$ cat config.mk
export PLATFORM = sky130hd
export DESIGN_NAME = decode_stage
export DESIGN_NICKNAME = d
export VERILOG_FILES = /design/src/rtl/decode_pkg.sv /design/src/rtl/decode_regfile.sv /design/src/rtl/decode_stage.sv
export SDC_FILE = /design/constraint.sdc
export NUM_CORES = 1
export LEC_CHECK = 0
export BUFFER_PORTS_ARGS = -buffer_cell sky130_fd_sc_hd__buf_4
export CORE_UTILIZATION = 50
export DETAILED_ROUTE_END_ITERATION = 12
export PLACE_DENSITY = 0.73
export SYNTH_ARGS = -nofsm -noshare
export SYNTH_HDL_FRONTEND = slang
export SYNTH_SLANG_ARGS = --single-unit
$ cat constraint.sdc
create_clock -name clk -period 8.9 [get_ports clk]
set_input_delay 0.89 -clock clk [delete_from_list [all_inputs] [get_ports clk]]
set_output_delay 0.89 -clock clk [all_outputs]
set_load 0.01 [all_outputs]
$ cat src/rtl/decode_pkg.sv
// Shared definitions for the 16-bit core decode stage: widths, opcodes, ALU codes,
// instruction field positions and the immediate sign-extension helper.
package decode_pkg;

    localparam int XLEN  = 16;
    localparam int NREGS = 16;

    localparam int OPC_LSB   = 0;
    localparam int RD_LSB    = 3;
    localparam int RS1_LSB   = 6;
    localparam int RS2_LSB   = 9;
    localparam int FUNCT_LSB = 12;
    localparam int IMM_LSB   = 9;

    typedef enum logic [2:0] {
        OP_R   = 3'b000,
        OP_I   = 3'b001,
        OP_LD  = 3'b010,
        OP_ST  = 3'b011,
        OP_BEQ = 3'b100,
        OP_BNE = 3'b101,
        OP_BLT = 3'b110,
        OP_J   = 3'b111
    } opcode_t;

    localparam logic [2:0] ALU_ADD = 3'b000;
    localparam logic [2:0] ALU_SUB = 3'b001;

    function automatic logic [XLEN-1:0] sext_imm7(input logic [6:0] imm7);
        return {{(XLEN-7){imm7[6]}}, imm7};
    endfunction

endpackage

$ cat src/rtl/decode_regfile.sv
// 16x16 register file: one write port, three 3-bit-addressed read ports, x0 reads zero.
// Same-cycle write-to-read forwarding is added when RF_BYPASS_EN is defined.
module decode_regfile
    import decode_pkg::*;
(
    input  logic            clk,
    input  logic            reset,
    input  logic            we,
    input  logic [3:0]      waddr,
    input  logic [XLEN-1:0] wdata,
    input  logic [2:0]      raddr1,
    input  logic [2:0]      raddr2,
    input  logic [2:0]      raddr3,
    output logic [XLEN-1:0] rdata1,
    output logic [XLEN-1:0] rdata2,
    output logic [XLEN-1:0] rdata3
);

    logic [XLEN-1:0] regs_r  [NREGS];
    logic [2:0]      raddr_s [3];
    logic [XLEN-1:0] rdata_s [3];

    assign raddr_s[0] = raddr1;
    assign raddr_s[1] = raddr2;
    assign raddr_s[2] = raddr3;
    assign rdata1     = rdata_s[0];
    assign rdata2     = rdata_s[1];
    assign rdata3     = rdata_s[2];

    // Storage update; entry 0 is never written so it stays at its reset value.
    always_ff @(posedge clk or posedge reset) begin
        if (reset) begin
            for (int i = 0; i < NREGS; i++) begin
                regs_r[i] <= {XLEN{1'b0}};
            end
        end else if (we && (waddr != 4'd0)) begin
            regs_r[waddr] <= wdata;
        end else begin
            regs_r <= regs_r;
        end
    end

    // Read ports: zero-extended address, hard-wired zero for x0.
    always_comb begin
        for (int p = 0; p < 3; p++) begin
            rdata_s[p] = {XLEN{1'b0}};
            if (raddr_s[p] == 3'd0) begin
                rdata_s[p] = {XLEN{1'b0}};
`ifdef RF_BYPASS_EN
            end else if (we && (waddr == {1'b0, raddr_s[p]})) begin
                rdata_s[p] = wdata;
`endif
            end else begin
                rdata_s[p] = regs_r[{1'b0, raddr_s[p]}];
            end
        end
    end

endmodule

$ cat src/rtl/decode_stage.sv
// Instruction-decode stage: control decode, operand read, immediate and early branch resolve.
// Optional macro RF_BYPASS_EN enables same-cycle register-file write forwarding.
module decode_stage
    import decode_pkg::*;
(
    input  logic        clk,
    input  logic        reset,
    input  logic [15:0] IPCP2,
    input  logic [15:0] pc_in,
    input  logic [15:0] ir_in,
    input  logic [3:0]  loadAddr,
    input  logic [15:0] loadData,
    input  logic        rf_write,
    input  logic        comparatorMux1Control,
    input  logic        comparatorMux2Control,
    input  logic [15:0] comparatorMuxForward,
    output logic        RegWrite,
    output logic        ALUSrc,
    output logic [2:0]  ALUOp,
    output logic        MemWrite,
    output logic        MemRead,
    output logic        RegStore,
    output logic [15:0] OPCP2,
    output logic [15:0] Arg1,
    output logic [15:0] Arg2,
    output logic [15:0] Arg3,
    output logic [15:0] Imm,
    output logic [2:0]  Rs1,
    output logic [2:0]  Rs2,
    output logic [2:0]  Rd,
    output logic [15:0] new_pc,
    output logic        jump
);

    opcode_t         opcode_s;
    logic [2:0]      funct_s;
    logic [2:0]      rd_s;
    logic [2:0]      rs1_s;
    logic [2:0]      rs2_s;
    logic [XLEN-1:0] rf1_s;
    logic [XLEN-1:0] rf2_s;
    logic [XLEN-1:0] rf3_s;
    logic [XLEN-1:0] imm_s;
    logic [XLEN-1:0] cmp_a_s;
    logic [XLEN-1:0] cmp_b_s;
    logic            taken_s;

    assign opcode_s = opcode_t'(ir_in[OPC_LSB +: 3]);
    assign funct_s  = ir_in[FUNCT_LSB +: 3];
    assign rd_s     = ir_in[RD_LSB +: 3];
    assign rs1_s    = ir_in[RS1_LSB +: 3];
    assign rs2_s    = ir_in[RS2_LSB +: 3];
    assign imm_s    = sext_imm7(ir_in[IMM_LSB +: 7]);

    decode_regfile u_regfile (
        .clk    (clk),
        .reset  (reset),
        .we     (rf_write),
        .waddr  (loadAddr),
        .wdata  (loadData),
        .raddr1 (rs1_s),
        .raddr2 (rs2_s),
        .raddr3 (rd_s),
        .rdata1 (rf1_s),
        .rdata2 (rf2_s),
        .rdata3 (rf3_s)
    );

    assign OPCP2 = IPCP2;
    assign Arg1  = rf1_s;
    assign Arg2  = rf2_s;
    assign Arg3  = rf3_s;
    assign Imm   = imm_s;
    assign Rs1   = rs1_s;
    assign Rs2   = rs2_s;
    assign Rd    = rd_s;

    // Comparator B reads the rd field so a branch compares rs1 against ir[5:3].
    assign cmp_a_s = comparatorMux1Control ? rf1_s : comparatorMuxForward;
    assign cmp_b_s = comparatorMux2Control ? rf3_s : comparatorMuxForward;
    assign new_pc  = pc_in + {imm_s[XLEN-2:0], 1'b0};

    // Control decode with reset override on the side-effecting enables.
    always_comb begin
        RegWrite = 1'b0;
        ALUSrc   = 1'b0;
        ALUOp    = ALU_ADD;
        MemWrite = 1'b0;
        MemRead  = 1'b0;
        RegStore = 1'b0;
        case (opcode_s)
            OP_R: begin
                RegWrite = 1'b1;
                ALUSrc   = 1'b1;
                ALUOp    = funct_s;
                RegStore = 1'b1;
            end
            OP_I: begin
                RegWrite = 1'b1;
                RegStore = 1'b1;
            end
            OP_LD: begin
                RegWrite = 1'b1;
                MemRead  = 1'b1;
            end
            OP_ST: begin
                MemWrite = 1'b1;
            end
            default: begin
                RegWrite = 1'b0;
            end
        endcase
        if (reset) begin
            RegWrite = 1'b0;
            MemWrite = 1'b0;
            MemRead  = 1'b0;
        end else begin
            RegStore = RegStore;
        end
    end

    // Early branch resolution; jump is active-low "take new_pc".
    always_comb begin
        taken_s = 1'b0;
        case (opcode_s)
            OP_BEQ:  taken_s = (cmp_a_s == cmp_b_s);
            OP_BNE:  taken_s = (cmp_a_s != cmp_b_s);
            OP_BLT:  taken_s = ($signed(cmp_a_s) < $signed(cmp_b_s));
            OP_J:    taken_s = 1'b1;
            default: taken_s = 1'b0;
        endcase
        if (reset) begin
            jump = 1'b1;
        end else begin
            jump = ~taken_s;
        end
    end

endmodule

==> impl_metrics.ini <==
[clocking]
cts_root_buffer = clkbuf_16
cts_tree = yes
insertion_delay_ps = 350
post_cts_buffers = 0
postCtsHoldBufs = 0
clk_pin_slew_ps = 70
ctsLongestPathBuffers = 2
numClockSinks = 112
cts-buffers-inserted = 9
cts_resized = 0
h-tree-depth = 3

[setup_path]
crit_chain = buf_4 -> nor2b_1 -> buf_4 -> a22oi_1 -> o21ai_1 -> mux2i_1 -> ha_1 -> nand2_1 -> nor4_2 -> nor3b_2 -> xor2_1 -> and3_1 -> a41oi_1 -> buf_4
startpoint_type = primary input
reg2reg_from = u_regfile.regs_r[209]
r2r_slack_ps = 8040
required_ps = 8010
worstPathMaxFanout = 35
max_stage_delay_ps = 580
worst_path_max_delay_cell = nor2b_1
r2r_end = u_regfile.regs_r[209]
reg2reg_depth = 1
critPathKind = primary input to output port
cp-end-kind = output port
crit_path_frequent_cell = buf_4
crit_buf_inv = 3
crit_family = simple AND/OR/NAND/NOR gates
arrival_ps = 4380

[sta]
whs_ps = 538
tns_ps = 0
min_period_over_period = 0.592
hold_violations = 0
slew_headroom = 0.353
fin_crit_ps = 5270
tightest_slew_ps = 970
rsz0062_at_grt = false
fin_skew_ps = 0
max_freq_ghz = 0.190
setup_viol_count_final = 0
slew_violations = 0

[detailed_routing]
routed_wl_mm = 23.1
drtAntennaViolNets = 0
drcViolationCount = 0
dr.pass1.iters = 6
wl_per_cell_um = 21.7
drt_iter0_markers = 471
via_count = 6576
avgViaCountPerCell = 6.16

[power]
p_per_area_mw_per_mm2 = 187
leakagePower_nw = 4.54
ir_worst_vdd_uv = 90.4

[final_layout]
diodes = 0
top_register = u_regfile.regs_r
largestRegisters = u_regfile.regs_r (112)
largest_reg_flops = 112
nNetsFinal = 960
finalNonFillerCells = 1068
layout-drive-gt1-share = 0.478
syn2layout_area_growth_pct = 14.7

[global_routing]
antenna_found_initial = 0
grt_pass1_vias = 6504
grt_usage = 0.266
grt_overflow = 0
grt_pass1_wl_mm = 36.4
grt_max_degree = 76

[placement]
portBuffers = 168
dpl.cell_count = 1054
dp_hpwl_mm = 15.5
place_congestion = 0.878

[floorplan]
row_count = 48
start_util = 0.509
boundaryPins = 203
die_y_um = 134
core_area_mm2 = 0.0172
dieArea_mm2 = 0.0181
fp.dieW_um = 134

[worst_hold_path]
min-delay-start = u_regfile.regs_r[147]
hold_class = register to register
hold_path_end = u_regfile.regs_r[147]
whs_path_depth = 1

[synthesis]
synth_flop_cell = dfrtp_1
syn-cell-area_mm2 = 0.00877
ys_seq_elements = 112
avgSynthCellArea_um2 = 11.8
synth.distinct_cells = 55
ys_warn_count = 0
syn_inst = 745
synthArstFlopShare = 1.00
synth_nets = 865
synth_edf_count = 0
synth_seq_area_share = 0.320

[job]
cap_violations = 0

[outcome]
outcome = finished clean
[cell usage after synthesis, drive strengths merged, types with 3 or more instances]
library cell	count	area (um^2)
nand2	25	93.8
nor3b	4	56.3
nor2b	6	37.5
and2	3	18.8
a221oi	35	319
mux2i	18	180
o21a	4	30.0
xnor2	9	78.8
a21o	4	30.0
nand4	4	31.3
o211ai	4	35.0
nor2	14	55.1
a211oi	3	22.5
nand3b	3	42.5
nor3	3	15.0
inv	40	150
o21ai	21	109
ha	30	375
buf	77	557
xor2	4	35.0
mux2	174	2030
dfrtp	112	2800
clkbuf	16	61.3
mux4	48	1080
a22oi	12	90.1
a21oi	53	265
[kinds of logic after synthesis]
family,Yosys count,share of synthesized area
multiplexers,240,0.376
AO/OA/AOI/OAI,144,0.111
adder cells (fa/ha/maj),31,0.0451
XOR/XNOR,13,0.0130
buffers and inverters,133,0.0876
AND/OR/NAND/NOR,72,0.0478
flip-flops,112,0.320
[cells in the final DEF (no fill, tap or decap), types with 4 or more instances in the layout]
cell	count
a21o_1	4
a21oi_1	53
a221oi_1	33
a22oi_1	12
buf_4	177
clkbuf_16	9
dfrtp_1	112
ha_1	30
inv_1	39
mux2_1	25
mux2_2	129
mux2_4	20
mux2i_1	18
mux4_2	48
nand2_1	25
nor2_1	13
nor2b_1	6
o21a_1	4
o21ai_0	8
o21ai_1	12
xnor2_1	9
xor2_1	4
[how the worst max path moves through the flow]
stage                     depth (start not counted)  slack [ps]  endpoint  startpoint
after global routing                             14        3450      jump    ir_in[6]
after detailed placement                         14        3730      jump    ir_in[6]
after floorplan                                   2        4260      jump       reset
after CTS                                        14        3720      jump    ir_in[6]
after global placement                           14        3750      jump    ir_in[6]
final                                            14        3630      jump    ir_in[4]
[metrics by stage]
stage          area, um^2  total power [mW]  setup WS [ps]  utilization
2_1_floorplan        8770              1.23           4260            -
3_3_place_gp         9760              1.45           3750        0.566
3_5_place_dp         9760              1.47           3730        0.566
4_1_cts             10100              1.89           3720        0.584
5_1_grt             10100              1.99           3450        0.584
6_report            10100              1.88           3630        0.584
[final cells by class]
cell class                      instances  area (um^2)
Inverter                               40          153
Fill cell                            1422         7180
Clock inverter                          2         38.8
Timing Repair Buffer                  177         1330
Sequential cell                       112         2800
Clock buffer                           12          256
Multi-Input combinational cell        500         5200
Tap cell                              225          282
[per-layer routing]
metal	global-route usage	vias up	part of all wire	wire length, um
li1	-	2973	-	-
met1	0.340	3300	0.41	9470
met2	0.440	256	0.49	11300
met3	0.0559	47	0.073	1690
met4	0.104	0	0.029	679
met5	0	-	0	0
[power by group]
part / switching [mW] / leakage [nW] / internal, mW
Sequential: 0.122 / 1.37 / 0.628
Combinational: 0.305 / 3.02 / 0.411
Clock: 0.183 / 0.145 / 0.232
Total: 0.611 / 4.54 / 1.27
Note: power is estimated with default switching activity, not from simulation.
